$ cat src/rtl/arbitrated_multiplex_pkg.sv
// rtl/arbitrated_multiplex_pkg.sv - shared constants and helpers for the arbitrated multiplexer (optional feature macro: MUX_PACKET_LOCK_EN)
package multiplex_pkg;

    localparam logic MODE_FIXED = 1'b0;
    localparam logic MODE_RR    = 1'b1;

    // Number of channels addressed by an index of the given width
    function automatic int channels(input int address_size);
        return 1 << address_size;
    endfunction

    // LSB position of channel k inside the packed data bus
    function automatic int slice_lsb(input int k, input int width);
        return k * width;
    endfunction

endpackage

$ cat src/rtl/arbitrated_multiplex_if.sv
// rtl/arbitrated_multiplex_if.sv - producer/consumer bus of the arbitrated multiplexer (DLast/QLast present under MUX_PACKET_LOCK_EN)
interface arbitrated_multiplex_if
    import multiplex_pkg::*;
#(
    parameter int Width       = 8,
    parameter int AddressSize = 2
);
    localparam int Channels = channels(AddressSize);

    logic [Width*Channels-1:0] D;
    logic [Channels-1:0]       DValid;
    logic [Channels-1:0]       DReady;
    logic                      Mode;
    logic [AddressSize-1:0]    Sel;
    logic [Width-1:0]          Q;
    logic                      QValid;
    logic                      QReady;
    logic [AddressSize-1:0]    S;
`ifdef MUX_PACKET_LOCK_EN
    logic [Channels-1:0]       DLast;
    logic                      QLast;
`endif

    // Multiplexer side
    modport slave (
        input  D, DValid, Mode, Sel, QReady,
        output DReady, Q, QValid, S
`ifdef MUX_PACKET_LOCK_EN
        , input DLast, output QLast
`endif
    );

    // Producer/consumer side
    modport master (
        output D, DValid, Mode, Sel, QReady,
        input  DReady, Q, QValid, S
`ifdef MUX_PACKET_LOCK_EN
        , output DLast, input QLast
`endif
    );

endinterface

$ cat src/rtl/arbitrated_multiplex_arbiter.sv
// rtl/arbitrated_multiplex_arbiter.sv - combinational round-robin arbiter starting after the last winner
module round_robin_arbiter
    import multiplex_pkg::*;
#(
    parameter int AddressSize = 2
) (
    input  logic [channels(AddressSize)-1:0] Request,
    input  logic [AddressSize-1:0]           Last,
    output logic [channels(AddressSize)-1:0] Grant,
    output logic [AddressSize-1:0]           GrantIndex,
    output logic                             GrantValid
);

    localparam int Channels = channels(AddressSize);

    logic [AddressSize-1:0] w_idx;

    // Scan Last+1, Last+2, ... with natural index wrap; first requester wins
    always_comb begin
        Grant      = '0;
        GrantIndex = '0;
        GrantValid = 1'b0;
        w_idx      = '0;
        for (int i = 1; i <= Channels; i++) begin
            w_idx = Last + AddressSize'(i);
            if (!GrantValid && Request[w_idx]) begin
                GrantValid   = 1'b1;
                GrantIndex   = w_idx;
                Grant[w_idx] = 1'b1;
            end
        end
    end

endmodule

$ cat src/rtl/multiplex.sv
// rtl/multiplex.sv - combinational N:1 data selector
module Multiplex
    import multiplex_pkg::*;
#(
    parameter int Width       = 8,
    parameter int AddressSize = 2
) (
    input  logic [Width*channels(AddressSize)-1:0] D,
    input  logic [AddressSize-1:0]                 Sel,
    output logic [Width-1:0]                       Q
);

    assign Q = D[slice_lsb(int'(Sel), Width) +: Width];

endmodule

$ cat src/rtl/arbitrated_multiplex.sv
// rtl/arbitrated_multiplex.sv - registered handshaked N:1 stream mux, fixed or round-robin (MUX_PACKET_LOCK_EN adds packet locking)
module arbitrated_multiplex
    import multiplex_pkg::*;
#(
    parameter int Width       = 8,
    parameter int AddressSize = 2
) (
    input  logic                   Clock,
    input  logic                   ResetN,
    arbitrated_multiplex_if.slave  bus
);

    localparam int Channels = channels(AddressSize);

    logic [Width-1:0]       r_q;
    logic [AddressSize-1:0] r_s;
    logic [AddressSize-1:0] r_last;
    logic                   r_qvalid;
`ifdef MUX_PACKET_LOCK_EN
    logic                   r_qlast;
    logic                   r_locked;
    logic [AddressSize-1:0] r_lock_idx;
`endif

    logic [Channels-1:0]    w_rr_grant;
    logic [AddressSize-1:0] w_rr_idx;
    logic                   w_rr_valid;
    logic [Channels-1:0]    w_grant_onehot;
    logic [AddressSize-1:0] w_grant_idx;
    logic                   w_grant_valid;
    logic                   w_free;
    logic                   w_xfer;
    logic [Width-1:0]       w_mux_q;

    round_robin_arbiter #(.AddressSize(AddressSize)) u_arbiter (
        .Request    (bus.DValid),
        .Last       (r_last),
        .Grant      (w_rr_grant),
        .GrantIndex (w_rr_idx),
        .GrantValid (w_rr_valid)
    );

    // Pick the granted channel: fixed Sel, round-robin winner, or the locked packet owner
    always_comb begin
        w_grant_idx            = bus.Sel;
        w_grant_valid          = bus.DValid[bus.Sel];
        w_grant_onehot         = '0;
        w_grant_onehot[bus.Sel] = 1'b1;
        if (bus.Mode == MODE_RR) begin
            w_grant_idx    = w_rr_idx;
            w_grant_valid  = w_rr_valid;
            w_grant_onehot = w_rr_grant;
        end
`ifdef MUX_PACKET_LOCK_EN
        if (r_locked) begin
            w_grant_idx               = r_lock_idx;
            w_grant_valid             = bus.DValid[r_lock_idx];
            w_grant_onehot            = '0;
            w_grant_onehot[r_lock_idx] = 1'b1;
        end
`endif
    end

    // Output register accepts a beat when empty or being popped this cycle
    assign w_free     = !r_qvalid || bus.QReady;
    assign w_xfer     = ResetN && w_free && w_grant_valid;
    assign bus.DReady = w_xfer ? w_grant_onehot : '0;

    Multiplex #(.Width(Width), .AddressSize(AddressSize)) u_mux (
        .D   (bus.D),
        .Sel (w_grant_idx),
        .Q   (w_mux_q)
    );

    // Output stage, round-robin pointer and packet lock
    always_ff @(posedge Clock) begin
        if (!ResetN) begin
            r_q      <= '0;
            r_s      <= '0;
            r_qvalid <= 1'b0;
            r_last   <= '1;
`ifdef MUX_PACKET_LOCK_EN
            r_qlast    <= 1'b0;
            r_locked   <= 1'b0;
            r_lock_idx <= '0;
`endif
        end else if (w_xfer) begin
            r_q      <= w_mux_q;
            r_s      <= w_grant_idx;
            r_qvalid <= 1'b1;
            if (bus.Mode == MODE_RR) begin
                r_last <= w_grant_idx;
            end
`ifdef MUX_PACKET_LOCK_EN
            r_qlast    <= bus.DLast[w_grant_idx];
            r_locked   <= !bus.DLast[w_grant_idx];
            r_lock_idx <= w_grant_idx;
`endif
        end else if (bus.QReady) begin
            r_qvalid <= 1'b0;
        end
    end

    assign bus.Q      = r_q;
    assign bus.S      = r_s;
    assign bus.QValid = r_qvalid;
`ifdef MUX_PACKET_LOCK_EN
    assign bus.QLast  = r_qlast;
`endif

endmodule

$ cat src/flat_wrapper.sv
// flat-port wrapper written by rule: the top's interface ports become plain ports
module arbitrated_multiplex_flat import multiplex_pkg::*;
#(
    parameter int Width       = 8,
    parameter int AddressSize = 2
)
  (Clock, ResetN, bus_D, bus_DValid, bus_Mode, bus_Sel, bus_QReady, bus_DReady, bus_Q, bus_QValid, bus_S);
  arbitrated_multiplex_if #(.Width(Width), .AddressSize(AddressSize)) bus_i ();
  input  logic Clock;
  input  logic ResetN;
  input wire logic [$bits(bus_i.D)-1:0] bus_D;
  input wire logic [$bits(bus_i.DValid)-1:0] bus_DValid;
  input wire logic [$bits(bus_i.Mode)-1:0] bus_Mode;
  input wire logic [$bits(bus_i.Sel)-1:0] bus_Sel;
  input wire logic [$bits(bus_i.QReady)-1:0] bus_QReady;
  output wire logic [$bits(bus_i.DReady)-1:0] bus_DReady;
  output wire logic [$bits(bus_i.Q)-1:0] bus_Q;
  output wire logic [$bits(bus_i.QValid)-1:0] bus_QValid;
  output wire logic [$bits(bus_i.S)-1:0] bus_S;
  assign bus_i.D = bus_D;
  assign bus_i.DValid = bus_DValid;
  assign bus_i.Mode = bus_Mode;
  assign bus_i.Sel = bus_Sel;
  assign bus_i.QReady = bus_QReady;
  assign bus_DReady = bus_i.DReady;
  assign bus_Q = bus_i.Q;
  assign bus_QValid = bus_i.QValid;
  assign bus_S = bus_i.S;
  arbitrated_multiplex #(.Width(Width), .AddressSize(AddressSize)) u_core (.Clock(Clock), .ResetN(ResetN), .bus(bus_i));
endmodule
$ cat config.mk
export PLATFORM = sky130hd
export DESIGN_NAME = arbitrated_multiplex_flat
export DESIGN_NICKNAME = d
export VERILOG_FILES = /design/src/rtl/arbitrated_multiplex_pkg.sv /design/src/rtl/arbitrated_multiplex_if.sv /design/src/rtl/arbitrated_multiplex_arbiter.sv /design/src/rtl/multiplex.sv /design/src/rtl/arbitrated_multiplex.sv /design/src/flat_wrapper.sv
export SDC_FILE = /design/constraint.sdc
export NUM_CORES = 1
export LEC_CHECK = 0
export BUFFER_PORTS_ARGS = -buffer_cell sky130_fd_sc_hd__buf_2
export CAP_MARGIN = 15
export CORE_MARGIN = 1
export CORE_UTILIZATION = 43
export CTS_CLUSTER_DIAMETER = 50
export DETAILED_ROUTE_END_ITERATION = 7
export PLACE_DENSITY_LB_ADDON = 0.3
export SLEW_MARGIN = 20
export SYNTH_ARGS = -nofsm -noshare
export SYNTH_HDL_FRONTEND = slang
export SYNTH_SLANG_ARGS = --single-unit
$ cat constraint.sdc
create_clock -name Clock -period 3.19 [get_ports Clock]
set_clock_uncertainty 0.1 [all_clocks]
set_input_delay 0.4785 -clock Clock [delete_from_list [all_inputs] [get_ports Clock]]
set_output_delay 0.4785 -clock Clock [all_outputs]
set_load 0.05 [all_outputs]
### Word-level counts from Yosys, hierarchy flattened

Cells that the tools add are included.

| storage, ports and cells | value |
|---|---|
| bits in writable memories | 0 |
| output and inout bits | 15 |
| flip-flop bits (word level) | 13 |
| memories | 0 |
| logic and storage cells | 76 |
| ROM bits | 0 |
| bits in latches | 0 |

| operators by class | value |
|---|---|
| div/mod/pow operators | 0 |
| eq/ne operators | 0 |
| multiplexer cells | 38 |
| add/sub/neg operators | 3 |
| shifts and indexed selects | 1 |
| $lt $le $gt $ge | 10 |
| reductions and logical operators | 17 |
| bitwise gates (word level) | 3 |
| $mul | 0 |

Operator list:

| cell | number |
|---|---|
| 32-bit by 6-bit variable part select with 8-bit output | 1 |
| 4-bit two-way mux | 6 |
| 1-bit two-way mux | 17 |
| 2-bit by 3-bit less-than comparator with 1-bit output, second input constant | 5 |
| 4-bit bitwise OR | 3 |
| 1-bit binary-select mux with 2-bit select | 5 |
| 1-bit demux with 2-bit select | 5 |
| 2-bit by 1-bit greater-or-equal comparator with 1-bit output, second input constant | 5 |
| 1-bit logical AND | 10 |
| 2-bit two-way mux | 5 |
| 2-bit adder, second input constant | 2 |
| 1-bit logical NOT | 4 |
| 2-bit by 1-bit adder with 2-bit output, second input constant | 1 |
| 2-bit AND reduction | 1 |
| 2-bit nonzero test | 1 |
| 1-bit logical OR | 1 |

### Logic depth before layout (Yosys ltp)

| depth | value |
|---|---|
| word-level depth | 16 |
| depth in mapped cells | 11 |
| depth with buffers taken out | 7 |

### Hierarchy

A second synthesis with hierarchy kept.

| second synthesis, totals | value |
|---|---|
| cell total of the unflattened synthesis | 158 |
| area total of the unflattened synthesis | 1447.6 um^2 |

Modules (own cells, without submodules):

| module | area an instance (um^2) | seq. area each (um^2) | instances | cells each |
|---|---|---|---|---|
| arbitrated_multiplex | 725.7 | 260.2 | 1 | 80 |
| round_robin_arbiter | 525.5 | 0.0 | 1 | 68 |
| Multiplex | 196.4 | 0.0 | 1 | 10 |

### Worst setup path after synthesis

Ideal clock, no wire load.

| timing | value |
|---|---|
| kind | register to output |
| from | reg u_core.r_last[0] |
| to | out bus_DReady[1] |
| setup slack | -1.107 ns |
| path buffers | 2 |
| data arrival time | 3.719 ns |
| data required time | 2.612 ns |
| stages on the path, launching flop included | 9 |
| path through | dfxtp_1 > buf_2 > inv_1 > ha_1 > buf_2 > mux4_2 > nor3b_1 > a222oi_1 > a311oi_1 |

| on the way | value |
|---|---|
| cells in the longest elaborated chain, start to end | 16 |
| elaborated cells on any way between the ends | 52 |
| classes of those cells | 3 x add/sub; 8 x order compare; 27 x mux; 3 x bitwise; 11 x reduce/logical |

RTL lines:

| element | RTL line | text |
|---|---|---|
| start, declared | arbitrated_multiplex.sv:17 | `logic [AddressSize-1:0] r_last;` |
| start signal, assigned | arbitrated_multiplex.sv:92 | `r_last <= w_grant_idx;` |
| branches (longest 15 deep; another with 2-bit by 3-bit less-than comparator with 1-bit output) | -- |  |
| 4-bit two-way mux * | arbitrated_multiplex.sv:67 | `assign bus.DReady = w_xfer ? w_grant_onehot : '0;` |
| end, declared | flat_wrapper.sv:16 | `output wire logic [$bits(bus_i.DReady)-1:0] bus_DReady;` |

Mark *: on every way between the ends. The select of a mux whose other input is x is not followed.

### Final worst setup path

| timing | value |
|---|---|
| from | reg u_core.r_last[0] |
| to | out bus_DReady[3] |

The elaborated chain is that of the path after synthesis.

==> run metrics <==
status finished clean; DP HPWL 2.85 mm; top cells by area, synth dfxtp_1 (19%), mux2i_1 (14%), a221oi_2 (8.8%), mux4_2 (8.3%), ha_1 (7.4%); Hold Path Class flop to flop; CP top delay family multiplexers; reg2reg end u_core.bus.Q[4]; post-synth top area share 19.2%; cell taking the most area after synthesis dfxtp_1; Sw Share 46.5%; CP Max Fanout 8; ys async rst share 0%; Vias/cell 5.79; cell area after layout 1860 sq um; Final Cycle Share 99.0%; largest net degree at the start of global routing 19; mapped cell area 1360 sq um; sequential-to-total area share from yosys stat 19.2%; clock buffer depth 2; die area 3390 sq um; critical-path cell list inv_6 -> ha_4 -> mux4_2 -> nor3b_4 -> a222oi_1 -> a311oi_4 -> buf_6; Rel. slew slack 64.6%; IR drop worst, VDD 254 uV; root buf cell clkbuf_4; Final GP Congestion 0.819; Seq pwr share 24.6%; Worst Hold Path Cells 2; P&R area growth vs syn 36.6%; vias in the first global route 1225; die height 58.2 microns; first-pass GRT wire length 5.64 mm; Clock Latency Late Sink 0.28 ns; Hold Startpoint u_core.bus.S[0]; Post-synth EDFFs 0; post-synthesis cell count 135; clock sink count 13; arrival time worst endpoint 2.58 ns; TritonCTS clock tree built; Synth top cells by count mux2i_1 (19), dfxtp_1 (13), o21ai_1 (10); Ys Warns 0; CTS clk-pin slew, worst paths 0.09 ns; Placed Area 1720 sq um; Nets 244; final hold violations 0; Req. time, crit path 2.61 ns; Static Leak 0.847 nW; DR vias 1372; Clock Power Share 13.3%; top_reg_cell synth dfxtp_1; FF-to-FF path depth 8; initial antenna violation count 0; crit path kind flop to output pin; R2R Setup Slk 0.35 ns; diode count 0; most numerous cell in the Yosys netlist mux2i_1; drt first pass iters 4; cts bufs inserted 3; Syn Area/Cell 10.1 sq um; fin. max-slew vios 0; RR Startpoint u_core.r_last[0]; Fmax 0.317 GHz; total track usage 21.6%; I/O pin cnt 57; WP buf/inv 2; crit-path max cell delay 0.64 ns; Port Buffers 56; DR WL/cell 15.8 microns; Cell variety after synth 40; Congestion Overflow GR 0; Pint 0.432 mW; Yosys reg bits 13; Die X 58.2 microns; dpl cells 229; Max-Cap Viols 0; DR iter-0 viols 35; PD cells 435 nW/um^2; Slew @ Worst Pin 0.531 ns; hold_buf cts 0; num rows 20; RSZ-0062 raised after global routing true; Initial Util 44.9%; H-tree depth 1; fillers 265; P_sw 0.375 mW; Remaining DRCs 0; post-synthesis net count 185; wirelength, routed 3.74 mm; antenna viol nets, final 0; fin util 61.3%; core area 3030 sq um; crit start category flop; endpoint class of the critical path output pin; Final Non-Filler Cells 237; layout cell share with drive strength beyond 1 53.4%; setup violators final 0; Tmin final 3.16 ns; Worst Hold End u_core.bus.S[0]; CP max stage cell mux4_2; Logic pwr share 62.0%
==> cells by family after synthesis <==
logic type,Yosys count,share of synthesized area [%]
AOI/OAI and AO/OA,42,28.9
adders and majority gates,8,7.37
buffers and inverters,17,8.38
DFF,13,19.2
muxes,26,23.9
and+or+nand+nor,29,12.2
==> power by group through the flow <==
stage	combinational (mW)	sequential (mW)	clock (mW)
finish	0.501	0.199	0.108
detailed placement	0.454	0.200	0
CTS	0.477	0.196	0.112
floorplan	0.303	0.266	0
global placement	0.441	0.198	0
global route	0.532	0.201	0.116
==> layout by cell type (no fill, tap or decap), types with 4 or more instances in the layout <==
cell type,Yosys,routed
mux2i_1,19,19
nor2_1,5,5
a222oi_1,4,4
nand2_1,7,6
a21oi_1,4,4
dfxtp_1,13,11
mux4_2,5,5
buf_2,3,53
o21ai_1,10,10
buf_6,4,4
ha_1,8,7
buf_4,0,9
a221oi_2,8,8
==> metrics by stage <==
step	setup WS, ns	total power, mW	hold WS (ns)	setup TNS [ns]
2_1_floorplan	-0.000147	0.570	0.599	-0.000295
3_3_place_gp	0.303	0.639	0.394	0
3_5_place_dp	0.174	0.654	0.421	0
4_1_cts	0.00895	0.785	0.433	0
5_1_grt	-0.0478	0.849	0.439	-0.138
6_report	0.0318	0.807	0.431	0
==> state kept, by name, summed over array words and instances, names as in the netlist <==
signal / flops
u_core.bus.Q: 8
u_core.bus.S: 2
u_core.r_last: 2
u_core.bus.QValid: 1
==> worst reg2reg max path: stages, from the launching register on <==
cell      delay [ns]
dfxtp_4         0.38
inv_6           0.04
ha_4            0.26
mux4_2          0.64
nor3_4          0.23
buf_4           0.13
nand4_1         0.20
and4_1          0.44
a221oi_2        0.33
==> layer usage <==
| metal | global-route usage, % | wire [microns] | vias up |
|---|---|---|---|
| li1 | - | - | 653 |
| met1 | 24.0 | 1480 | 658 |
| met2 | 42.9 | 2060 | 59 |
| met3 | 1.56 | 178 | 2 |
| met4 | 6.80 | 23 | 0 |
| met5 | 0 | 0 | - |
==> worst max-delay path by stage <==
stage | from | endpoint | slack [ns] | cells past startpoint
floorplan | u_core.r_last[0] | bus_DReady[1] | -0.0001 | 8
global placement | u_core.r_last[1] | bus_DReady[3] | 0.30 | 7
detailed placement | u_core.r_last[1] | bus_DReady[1] | 0.17 | 7
CTS | u_core.r_last[0] | bus_DReady[3] | 0.009 | 7
global route | u_core.r_last[0] | bus_DReady[3] | -0.05 | 8
finish | u_core.r_last[0] | bus_DReady[3] | 0.03 | 7
==> what timing repair did <==
item | in CTS | in global routing
hold endpoints to repair | 0 | 0
setup buffers | 0 | 4
endpoints found under the setup margin | 4 | 4
resized for setup | 11 | 8
pin swaps | 5 | 9
==> layout make-up <==
class | instances | area [sq um] | share of cell area (%)
tap | 44 | 55.1 | 2.97
clock buffer | 4 | 26.3 | 1.42
timing repair buffer | 66 | 378 | 20.4
multi-input combinational | 105 | 1100 | 59.5
inverter | 5 | 26.3 | 1.42
sequential | 13 | 265 | 14.3
Note: power is estimated with default switching activity, not from simulation.
